## src/rtl/pc_pkg.sv

```systemverilog
// Shared definitions for the program counter with return stack: op encodings
// and the strobe priority decoder used by the top level.
package pc_pkg;

   localparam logic [2:0] OP_HOLD = 3'd0;
   localparam logic [2:0] OP_LOAD = 3'd1;
   localparam logic [2:0] OP_CALL = 3'd2;
   localparam logic [2:0] OP_RET  = 3'd3;
   localparam logic [2:0] OP_INC  = 3'd4;

   // Picks exactly one operation per cycle: load > call > ret > count > hold.
   // Reset is handled ahead of this decode in the register processes.
   function automatic logic [2:0] pc_op_sel(input logic lp,
                                             input logic call,
                                             input logic ret,
                                             input logic cp);
      logic [2:0] op;
      if (lp) begin
         op = OP_LOAD;
      end else if (call) begin
         op = OP_CALL;
      end else if (ret) begin
         op = OP_RET;
      end else if (cp) begin
         op = OP_INC;
      end else begin
         op = OP_HOLD;
      end
      return op;
   endfunction

endpackage

```

## src/rtl/pc_return_stack.sv

```systemverilog
// Return-address stack: DEPTH registers plus an occupancy counter.
// A push while full and a pop while empty are ignored here; the caller
// raises the matching error flag.
module pc_return_stack #(
   parameter int WIDTH = 8,
   parameter int DEPTH = 4
) (
   input  logic                         clk,
   input  logic                         rst,
   input  logic                         push,
   input  logic                         pop,
   input  logic [WIDTH-1:0]             push_data,
   output logic [WIDTH-1:0]             top_data,
   output logic [$clog2(DEPTH+1)-1:0]   sp,
   output logic                         full,
   output logic                         empty
);

   localparam int SPW = $clog2(DEPTH+1);

   logic [SPW-1:0]   sp_d, sp_q;
   logic [WIDTH-1:0] mem_d [DEPTH];
   logic [WIDTH-1:0] mem_q [DEPTH];

   assign sp    = sp_q;
   assign full  = (sp_q == SPW'(DEPTH));
   assign empty = (sp_q == {SPW{1'b0}});

   // Next occupancy and next contents; a push writes the slot at sp.
   always_comb begin
      sp_d  = sp_q;
      mem_d = mem_q;
      if (push && !full) begin
         sp_d = sp_q + {{(SPW-1){1'b0}}, 1'b1};
         for (int i = 0; i < DEPTH; i++) begin
            if (SPW'(i) == sp_q) begin
               mem_d[i] = push_data;
            end else begin
               mem_d[i] = mem_q[i];
            end
         end
      end else if (pop && !empty) begin
         sp_d = sp_q - {{(SPW-1){1'b0}}, 1'b1};
      end else begin
         sp_d = sp_q;
      end
   end

   // Top-of-stack read: the entry just below sp (zero when empty).
   always_comb begin
      top_data = {WIDTH{1'b0}};
      for (int i = 0; i < DEPTH; i++) begin
         if (SPW'(i + 1) == sp_q) begin
            top_data = mem_q[i];
         end else begin
            top_data = top_data;
         end
      end
   end

   // Occupancy counter; reset empties the stack.
   always_ff @(posedge clk) begin
      if (rst) begin
         sp_q <= {SPW{1'b0}};
      end else begin
         sp_q <= sp_d;
      end
   end

   // Stack storage; contents are don't-care after reset so it is not cleared.
   always_ff @(posedge clk) begin
      mem_q <= mem_d;
   end

endmodule

```

## src/rtl/pc_call_stack_counter.sv

```systemverilog
// Program counter with load/count, CALL/RET through an internal return stack,
// sticky overflow/underflow flags and an enable-gated bus output.
// Optional feature macro: PC_WRAP_HALT_EN (count from all-ones halts instead
// of wrapping; halted is tied low when undefined).
module pc_call_stack_counter
   import pc_pkg::*;
#(
   parameter int WIDTH = 8,
   parameter int DEPTH = 4
) (
   input  logic                         clk,
   input  logic                         rst,
   input  logic                         lp,
   input  logic                         cp,
   input  logic                         ep,
   input  logic                         call,
   input  logic                         ret,
   input  logic [WIDTH-1:0]             bits_in,
   output logic [WIDTH-1:0]             bits_out,
   output logic                         bus_oe,
   output logic [WIDTH-1:0]             pc,
   output logic [$clog2(DEPTH+1)-1:0]   sp,
   output logic                         stack_full,
   output logic                         stack_empty,
   output logic                         err_ovf,
   output logic                         err_unf,
   output logic                         halted
);

   logic [2:0]       op;
   logic             push;
   logic             pop;
   logic [WIDTH-1:0] stk_top;
   logic [WIDTH-1:0] pc_d, pc_q;
   logic             err_ovf_d, err_ovf_q;
   logic             err_unf_d, err_unf_q;
   logic             halted_d, halted_q;

   pc_return_stack #(
      .WIDTH (WIDTH),
      .DEPTH (DEPTH)
   ) u_stack (
      .clk       (clk),
      .rst       (rst),
      .push      (push),
      .pop       (pop),
      .push_data (pc_q),
      .top_data  (stk_top),
      .sp        (sp),
      .full      (stack_full),
      .empty     (stack_empty)
   );

   // Decode the winning strobe and compute next PC, stack command and flags.
   always_comb begin
      op        = pc_op_sel(lp, call, ret, cp);
      pc_d      = pc_q;
      err_ovf_d = err_ovf_q;
      err_unf_d = err_unf_q;
      halted_d  = halted_q;
      push      = 1'b0;
      pop       = 1'b0;
      case (op)
         OP_LOAD: begin
            pc_d     = bits_in;
            halted_d = 1'b0;
         end
         OP_CALL: begin
            halted_d = 1'b0;
            if (stack_full) begin
               err_ovf_d = 1'b1;
            end else begin
               push = 1'b1;
               pc_d = bits_in;
            end
         end
         OP_RET: begin
            halted_d = 1'b0;
            if (stack_empty) begin
               err_unf_d = 1'b1;
            end else begin
               pop  = 1'b1;
               pc_d = stk_top;
            end
         end
         OP_INC: begin
`ifdef PC_WRAP_HALT_EN
            if (halted_q) begin
               pc_d = pc_q;
            end else if (pc_q == {WIDTH{1'b1}}) begin
               halted_d = 1'b1;
            end else begin
               pc_d = pc_q + {{(WIDTH-1){1'b0}}, 1'b1};
            end
`else
            pc_d     = pc_q + {{(WIDTH-1){1'b0}}, 1'b1};
            halted_d = 1'b0;
`endif
         end
         default: begin
            pc_d = pc_q;
         end
      endcase
   end

   // PC and status registers; reset overrides any op in the same cycle.
   always_ff @(posedge clk) begin
      if (rst) begin
         pc_q      <= {WIDTH{1'b0}};
         err_ovf_q <= 1'b0;
         err_unf_q <= 1'b0;
         halted_q  <= 1'b0;
      end else begin
         pc_q      <= pc_d;
         err_ovf_q <= err_ovf_d;
         err_unf_q <= err_unf_d;
         halted_q  <= halted_d;
      end
   end

   assign pc       = pc_q;
   assign err_ovf  = err_ovf_q;
   assign err_unf  = err_unf_q;
   assign halted   = halted_q;
   assign bus_oe   = ep;
   assign bits_out = ep ? pc_q : {WIDTH{1'b0}};

endmodule

```

## config.mk

```make
export PLATFORM = sky130hd
export DESIGN_NAME = pc_call_stack_counter
export DESIGN_NICKNAME = d
export VERILOG_FILES = /design/src/rtl/pc_pkg.sv /design/src/rtl/pc_return_stack.sv /design/src/rtl/pc_call_stack_counter.sv
export SDC_FILE = /design/constraint.sdc
export NUM_CORES = 1
export LEC_CHECK = 0
export CORE_ASPECT_RATIO = 1.1
export CORE_UTILIZATION = 52
export CTS_CLUSTER_SIZE = 8
export DETAILED_ROUTE_END_ITERATION = 12
export PLACE_DENSITY = 0.76
export SLEW_MARGIN = 20
export SYNTH_ARGS = -nofsm -noshare
export SYNTH_HDL_FRONTEND = slang
export SYNTH_SLANG_ARGS = --single-unit
```

## constraint.sdc

```tcl
create_clock -name clk -period 2.3 [get_ports clk]
set_clock_uncertainty 0.15 [all_clocks]
set_input_delay 0.575 -clock clk [delete_from_list [all_inputs] [get_ports clk]]
set_output_delay 0.575 -clock clk [all_outputs]
set_load 0.05 [all_outputs]
```

[Yosys cells after proc, flatten, opt, wreduce, memory -nomap -nowiden]
Index checks and enable logic that the tools add are counted.
Storage, ports and cells
  output and inout port bits: 25
  word-level logic and storage cells: 54
  flip-flop bits (word level): 45
Cells by class
  add/sub/neg operators: 3
  mux-type cells: 18
  reduce and logical (&&, ||, !) cells: 14
  eq/ne operators: 11
Operators by type and width (number)
  8-bit two-way mux: 7
  8-bit one-hot mux with 4 select lines: 1
  3-bit two-way mux: 6
  2-bit AND reduction: 6
  8-bit by 1-bit adder with 8-bit output (second input constant): 1
  2-bit by 3-bit == test with 1-bit output (first input constant): 2
  3-bit by 2-bit == test with 1-bit output (second input constant): 2
  3-bit == test (second input constant): 2
  1-bit two-way mux: 4
  2-bit inequality test (second input constant): 2
  4-bit nonzero test: 1
  3-bit by 1-bit adder with 3-bit output (second input constant): 1
  1-bit by 3-bit == test with 1-bit output (first input constant): 1
  3-bit by 1-bit == test with 1-bit output (second input constant): 1
  3-bit == test (first input constant): 1
  3-bit logical NOT: 1
  3-bit AND reduction: 1
  3-bit by 1-bit subtractor with 3-bit output (second input constant): 1
  1-bit logical AND: 2
  1-bit logical NOT: 2
  2-bit nonzero test: 1

[Longest topological paths before layout]
Gate-level depths: netlist (run 1).
  depth after elaboration: 9
  gate-level depth with buffers: 8
  gate-level depth less buffers: 7

[Cells and area by module]
From an unflattened synthesis (run 1), not the netlist that was laid out.
Second synthesis, totals
  cells, all modules: 204
  area, all modules: 2274.7 um2
Modules (own cells, without submodules)
  pc_return_stack: area each 1569.0 um2, cells an instance 115, instances 1
  pc_call_stack_counter: area each 705.7 um2, cells an instance 89, instances 1

[Worst setup path after synthesis (run 1)]
No wires, ideal clock.
  kind: reg2reg
  start: register u_stack.sp_q[0], in the netlist u_stack.sp[0]
  end: register pc_q[1], in the netlist pc[1]
  path slack: -154 ps
  data required time: 2014 ps
  path buffers: 0
  arrival: 2168 ps
  stages on the path, launching flop included: 8
  cell sequence: dfxtp_1 > inv_1 > ha_1 > nand2_2 > clkinv_1 > a21oi_1 > a21o_1 > a311oi_2
RTL lines
  start: declaration: line pc_return_stack.sv:21  | logic [SPW-1:0] sp_d, sp_q;
  start signal: assignment: line pc_return_stack.sv:64  | sp_q <= {SPW{1'b0}};
  start signal: assignment: line pc_return_stack.sv:66  | sp_q <= sp_d;
  3-bit == test: line pc_return_stack.sv:26  | assign full = (sp_q == SPW'(DEPTH));
  named net stack_full: line pc_call_stack_counter.sv:23  | output logic stack_full,
  2-bit inequality test (no source line)
  3-bit AND reduction (no source line)
  end signal: assignment: line pc_call_stack_counter.sv:109  | pc_q <= {WIDTH{1'b0}};
  end signal: assignment: line pc_call_stack_counter.sv:114  | pc_q <= pc_d;
  end: declaration: line pc_call_stack_counter.sv:34  | logic [WIDTH-1:0] pc_d, pc_q;
The timed path passes the listed nets, and every way through them passes these cells. The select of a mux whose other input is x is not followed.
A chain may end at the register's enable or synchronous reset.

[Final worst setup path (run 1)]
  start: input port ep
  end: output port bits_out[7]
Between the ends
  longest elaborated chain between the ends: 1
Ends and longest elaborated chain
  start: declaration: line pc_call_stack_counter.sv:15  | input logic ep,
  8-bit two-way mux: line pc_call_stack_counter.sv:126  | assign bits_out = ep ? pc_q : {WIDTH{1'b0}};
  end: declaration: line pc_call_stack_counter.sv:19  | output logic [WIDTH-1:0] bits_out,
No other way between the ends.

==> results.md, run 1 <==
- The flow ran to the end, and the final reports show no timing, DRC or antenna violations.
- STA classifies the critical path startpoint as an input port.
- The proportion of layout cells with a drive suffix above 1 is 0.265.
- Entering global routing, the biggest net connects 16 pins.
- Power spread over the standard cell area amounts to 603 nW/um^2.
- The total area inside the core boundary comes to 4290 sq um.
- Setup violations remaining at the end of the flow were counted as 0.
- The per-cell via count in the routed design is 5.80.
- The hold violation total from the final report is 0.
- The number of flops mapped to enable cells by yosys is 32.
- The synthesized netlist occupies a cell area of 2300 sq um.
- The count of pins on the block boundary is 40.
- The number of pins with negative max-slew slack in the final report is 0.
- The net count after synthesis is 225.
- The detailed router used layers up to and including met4.
- The count of antenna-violating nets left after detailed routing is 0.
- The initial core utilization is 0.538.
- The routed design has 5.25 mm of wire.
- The maximum clock insertion buffer count is 2.
- For this block, the via count after detailed routing is 1,845.
- The detailed-routing wirelength on met1 is 2.34 mm.
- The congestion estimate from routability-driven global placement came to 0.842.
- In the synthesized netlist, the number of instances is 203.
- IR analysis of the VDD net gives a maximum drop of 350 uV.
- The antenna diode count is 0.
- The TritonCTS clock tree is built.
- The clock reaches the later pin of the worst-skew pair after 0.30 ns.
- CTS placed an instance of sky130_fd_sc_hd__clkbuf_8 at the clock tree root.
- The leakage power of the design is 0.00115 uW.
- Setup repair after global routing left no endpoint under its margin.
- The commonest register cell after synthesis is sky130_fd_sc_hd__edfxtp_1.
- In this run the worst path has a maximum fanout of 9.
- Wire segments on met3 add up to 270 um in the final route.
- Once detailed placement completed, the half-perimeter wirelength came to 3.99 mm.
- STA puts the critical path data required time at 1.57 ns.
- At the end of the flow the core is filled with cells to 0.720.
- The amount of wire on met2 after detailed routing is 2.56 mm.
- Across every metal layer, demand over resource in global routing totals 0.248.
- STA classifies the critical path endpoint as an output port.
- The total area of multi-input combinational cells is 1000 sq um.
- The clock net in this run drives a total of 45 sinks.
- The CTS clock-pin slew for the worst setup and hold paths is 0.09 ns.
- In this run the cell area measured after placement is 2970 sq um.
- The completed layout was analyzed and its total power is 1860 uW.
- After the last flow step, the layout net total stands at 285.
- The die covers 4700 sq um.
- The critical path is of the in2out type.
- The worst hold path passes through 2 cells.
- The number of antenna violations at the first check in global routing came to 0.
- The number of inserted filler cells in the final layout is 294.
- The initial detailed-routing violation count is 99.
- For this run, the register share of the synthesized area comes to 0.530.
- Leaving out fill and tap cells, the most frequent cell in the layout is sky130_fd_sc_hd__buf_4.
- Leaving out fill and tap cells, the most frequent cells in the layout are sky130_fd_sc_hd__buf_4 (35), sky130_fd_sc_hd__edfxtp_1 (32), sky130_fd_sc_hd__clkdlybuf4s50_1 (17).
- The first detailed-routing pass took 4 iterations.
- The final hold slack is 0.326 ns.
- The first global-routing pass estimated 8.67 mm of wire.
- The number of global-route vias before repair came to 1,769.
- In the final layout, flip-flops and latches occupy 1220 sq um.
- The floorplan step set the die width to 65.5 um.
- The number of distinct library cells after synthesis is 53.
- In this run the vertical extent of the chip is 71.8 um.
- During placement, the flow inserted port buffers numbering 38.
- For this run, design rule violations remaining after detail routing come to 0.
- The share of the clock period used by the worst path after layout is 0.981.
- Counting flops and latches in the post-synthesis netlist gives 45.
- The share of flip-flops with an asynchronous set or reset is 0.
- The mean instance size in the synthesized netlist is 11.3 sq um.
- For the worst flop-to-flop path, the logic depth is 6.
- The leftover overflow at the end of global routing is 0.
- The final period demand of the worst path is 2.26 ns.
- The maximum level of the CTS H-tree is 2.
- Max-cap violations in this run came to 0.
- Static timing analysis puts the maximum clock frequency at 443 MHz.
- The yosys synthesis warning count is 0.
- Data arrives at the worst endpoint at 1.53 ns.
- The row count is 25.
- The kind of path behind the tightest hold check is reg2reg.
- The area overhead of the layout relative to synthesis is 33.9%.
- The number of buffers created by CTS is 5.
- The cell area after layout is 3080 sq um.
- After detailed routing, the average wire length per cell comes to 16.5 um.
## synthesized netlist by cell type (5+ instances only)
cell type	instances	area [sq um]
sky130_fd_sc_hd__edfxtp_1	32	961
sky130_fd_sc_hd__nor2_1	14	52.6
sky130_fd_sc_hd__dfxtp_1	13	260
sky130_fd_sc_hd__and2_1	12	75.1
sky130_fd_sc_hd__o21ai_0	12	60.1
sky130_fd_sc_hd__a21oi_1	8	40.0
sky130_fd_sc_hd__nand2_1	8	30.0
sky130_fd_sc_hd__ha_1	7	87.6
sky130_fd_sc_hd__nand3_1	6	30.0
sky130_fd_sc_hd__nor3_1	6	30.0
sky130_fd_sc_hd__o21a_1	6	45.0
sky130_fd_sc_hd__a21o_1	5	37.5
sky130_fd_sc_hd__a311oi_1	5	43.8
sky130_fd_sc_hd__inv_1	5	18.8
## critical path, stage by stage
cell and delay, ns:
sky130_fd_sc_hd__clkdlybuf4s50_1 0.58, sky130_fd_sc_hd__and2_1 0.22, sky130_fd_sc_hd__buf_12 0.15
## path summary, 6_finish.rpt
path | from | to | slack (ns)
max | ep | bits_out[7] | 0.04
min | err_unf$_SDFFE_PP0P_ | err_unf$_SDFFE_PP0P_ | 0.33
max reg2reg | u_stack.sp[0]$_SDFFE_PP0P_ | pc[6]$_SDFFE_PP0P_ | 0.23
min reg2reg | err_unf$_SDFFE_PP0P_ | err_unf$_SDFFE_PP0P_ | 0.33
## flip-flops by register name (all words and copies together) (netlist names)
| register | flops |
|---|---|
| pc | 8 |
| err_unf | 1 |
| err_ovf | 1 |
| u_stack.sp | 3 |
| u_stack.mem_q | 32 |
## area by class of cell
type | count | area share
clock buffer | 5 | 0.0223
clock inverter | 3 | 0.00690
inverter | 6 | 0.00771
multi-input combinational | 141 | 0.326
sequential | 45 | 0.397
tap | 54 | 0.0219
timing repair buffer | 64 | 0.218
## metal layers
layer / vias up / global-route usage
li1: 887 / -
met1: 887 / 0.350
met2: 63 / 0.387
met3: 8 / 0.0446
met4: 0 / 0.0773
met5: - / 0
## report_power, final
part	leakage (uW)	internal, uW	switching [uW]
logic	0.000703	188	241
clock network	0.0000445	215	262
registers	0.000405	907	46.1
total	0.00115	1310	549
## metrics by stage
step / instances / worst slack [ns] / setup TNS, ns
6_report: 318 / 0.0443 / 0
5_1_grt: 318 / 0.00374 / 0
4_1_cts: 317 / 0.0238 / 0
3_5_place_dp: 309 / -0.0805 / -2.21
3_3_place_gp: 309 / -0.0773 / -1.82
2_1_floorplan: 203 / 0.0130 / 0
## logic make-up after synthesis
group,Yosys count,share of synthesized area
other,1,0.00163
buffers and inverters,17,0.0424
DFF,45,0.530
AOI/OAI and AO/OA,64,0.204
and+or+nand+nor,66,0.172
xor gates and xnor gates,3,0.0114
adders and majority gates,7,0.0380
## repair_timing
action	CTS	global route
hold buffers	0	0
endpoints found under the setup margin	1	2
setup buffers	0	1
endpoints found under the hold margin	0	0
gates resized for setup	1	4
gates cloned	0	0
pin swaps	0	1
Power figures use the tool's default switching activity.
==> run 2, diff against run 1 <==
Settings changed: PLACE_DENSITY 0.76 to 0.78.
==> run 2 against run 1 <==
Final cell count shrank 1.6%; setup slack lost 0.0075 ns; sequential cell count is the same; non-clock buffer count shrank 5; via count grew 1.0%; clock power grew 4.6%; hold slack gained 0.024 ns; combinational power is essentially flat; critical path depth is the same; first-iteration DRC count grew 11%; fmax shrank 0.33%; critical path type unchanged; largest cell class unchanged; largest power group unchanged.
==> results.md, run 2 (synthesis gave the netlist of run 1 again) <==
- The first global-routing pass estimated 8.91 mm of wire.
- The length of the first detailed-routing pass in iterations is 4.
- The worst setup path is captured at an output port.
- The residual DRC count is 0.
- Dividing the detail-routed wire length by the instance count gives 17.2 um.
- Dividing total power by cell area gives a power density of 607 nW/um^2.
- For this run, global-route usage on met2 was measured as 0.432.
- The hold violation total from the final report is 0.
- The clock latency on the worst-skew pair is 0.29 ns.
- In the global route stage, overall resource usage came out at 0.255.
- In this run the tightest slew margin relative to its limit is 0.624.
- Entering global routing, the biggest net connects 15 pins.
- From synthesis to final layout, the design area changed by 34.3%.
- After the flow finishes, the layout carries non-filler instances totaling 313.
- The utilization of the core after routing is 0.722.
- In the layout the commonest cells are sky130_fd_sc_hd__edfxtp_1 (32), sky130_fd_sc_hd__buf_4 (26), sky130_fd_sc_hd__clkdlybuf4s50_1 (17).
- Hold timing on the final database bottoms out at a slack of 0.349 ns.
- After global routing, the most crowded layer is met2.
- The number of buffers created by CTS is 5.
- The count of pins on the block boundary is 40.
- Traced cell by cell, the critical path runs through clkdlybuf4s50_1 -> and2_1 -> buf_12.
- The library cell used most frequently in the layout, excluding fill and tap cells, is sky130_fd_sc_hd__edfxtp_1.
- The count of buffers inserted at the top-level ports is 38.
- The maximum net fanout on the critical path is 9.
- In the final layout, the multi-input gates occupy 997 sq um.
- In this design, the stage delay of the slowest critical-path cell is 0.59 ns.
- The kind of start point of the critical path is an input port.
- The share of the clock period used by the worst path after layout is 0.984.
- Once the clock tree was built, the setup fixing pass inserted 0 buffers.
- The area enclosed by the die boundary is 4700 sq um.
- Setup repair after global routing left no endpoint under its margin.
- The kind of cell adding the most delay to the critical path is buffers and inverters.
- The area of placed instances is 2990 sq um.
- The final weighted congestion of routability-driven global placement is 0.789.
- The first routing iteration left 110 violations.
- The worst-case IR drop observed on VDD is 370 uV.
- The horizontal extent of the die is 65.5 um.
- In the routed layout, each cell is associated on average with a via count of 5.96.
- The TritonCTS clock tree is built.
- The met3 usage is 0.0573.
- The sum of routed wire length over all layers is 5.38 mm.
- Buffers inserted to repair hold after CTS numbered 0.
- The cell area after layout is 3090 sq um.
- The buffers plus inverters on the worst setup path is 2.
- The library cell used as clock root buffer is sky130_fd_sc_hd__clkbuf_8.
- The routed layout has 1,864 vias.
- The row count is 25.
- The final HPWL from detailed placement is 3.99 mm.
- The critical path is of the in2out type.
- On the critical path, the stage with the largest delay is an instance of sky130_fd_sc_hd__clkdlybuf4s50_1.
- The number of cells after detailed placement is 305.
- After clock tree synthesis, the clock-pin slew on the worst setup and hold paths is 0.08 ns.
- The run finished with clean final reports.
- The number of pins with negative max-slew slack in the final report is 0.
- Data arrives at the worst endpoint at 1.54 ns.
- The flip-flop count of the largest register after layout is 32.
- The kind of path behind the tightest hold check is reg2reg.
- In the final layout, flip-flops and latches occupy 1220 sq um.
- At the pin with the least slew margin, the transition time is 0.563 ns.
- In this run the number of H-tree levels came out at 2.
- STA puts the critical path data required time at 1.57 ns.
- Of the cells placed in the final design, the portion with a size suffix greater than 1 is 0.239.
- The number of clock sinks seen by CTS is 45.
- The final period demand of the worst path is 2.26 ns.
- Measured along the y axis, the die boundary spans 71.8 um.
- The area of the placeable core is 4290 sq um.
- The longest clock path from root to sink contains 2 buffers.
- The final layout contains 280 nets.
- The reg2reg setup slack is 0.14 ns.
- The leftover overflow at the end of global routing is 0.
- Across the run, the number of max-cap violations was 0.
- The leakage power of the design is 0.00114 uW.
- Based on the critical path, the design can be clocked at up to 442 MHz.
- The met1 global-route usage is 0.316.
- The count of nets left with antenna violations once routing finished came out at 0.
- For this configuration, the core starts out at a cell density of 0.538.
- Setup violations remaining at the end of the flow were counted as 0.
- The number of inserted filler cells in the final layout is 291.
- The number of antenna violations at the first check in global routing is 0.
- The antenna diode count is 0.
- The number of global-route vias before repair was 1,861.
- The register with the highest flop count is u_stack.mem_q.
run 2: cell count changes in the layout (fill, tap and decap cells not counted), sizes merged:
cell	change
buf	-5
clkbuf	+2
clkinv	-2
run 2: layout make-up:
type	count	area share
Timing Repair Buffer	59	0.222
Tap cell	54	0.0218
Clock inverter	1	0.00243
Sequential cell	45	0.396
Clock buffer	7	0.0279
Multi-Input combinational cell	141	0.322
Inverter	6	0.00809
run 2: through the flow:
stage | TNS, ns | worst slack (ns) | power [uW]
floorplan | 0 | 0.0130 | 1210
detailed placement | -0.983 | -0.0665 | 1390
finish | 0 | 0.0367 | 1880
global route | 0 | 0.00128 | 1950
global placement | -0.208 | -0.0438 | 1380
CTS | 0 | 0.0176 | 1880
run 2: layer usage:
layer	share of wire	wire length, um
met1	0.42	2240
met2	0.51	2740
met3	0.062	332
met4	0.013	68
met5	0	0
run 2: worst paths after layout:
kind / startpoint / end / cells after the start
worst min register to register: err_unf$_SDFFE_PP0P_ / err_unf$_SDFFE_PP0P_ / 2
worst max-delay path: ep / bits_out[5] / 3
worst min-delay path: err_unf$_SDFFE_PP0P_ / err_unf$_SDFFE_PP0P_ / 2
worst max register to register: u_stack.sp[0]$_SDFFE_PP0P_ / pc[6]$_SDFFE_PP0P_ / 6
run 2: worst min-delay path: stages, from the launching register on:
cell and delay (ns):
sky130_fd_sc_hd__dfxtp_1 0.34, sky130_fd_sc_hd__a21oi_1 0.04, sky130_fd_sc_hd__nor2_1 0.08
run 2: power by group:
group | total [uW] | internal [uW] | switching, uW
combinational | 428 | 187 | 241
clock | 499 | 244 | 255
sequential | 952 | 907 | 45.6
run 2: timing repair:
item                       4_1_cts  5_1_grt
setup endpoints to repair        2        2
gates resized for setup          2        2
hold endpoints to repair         0        0
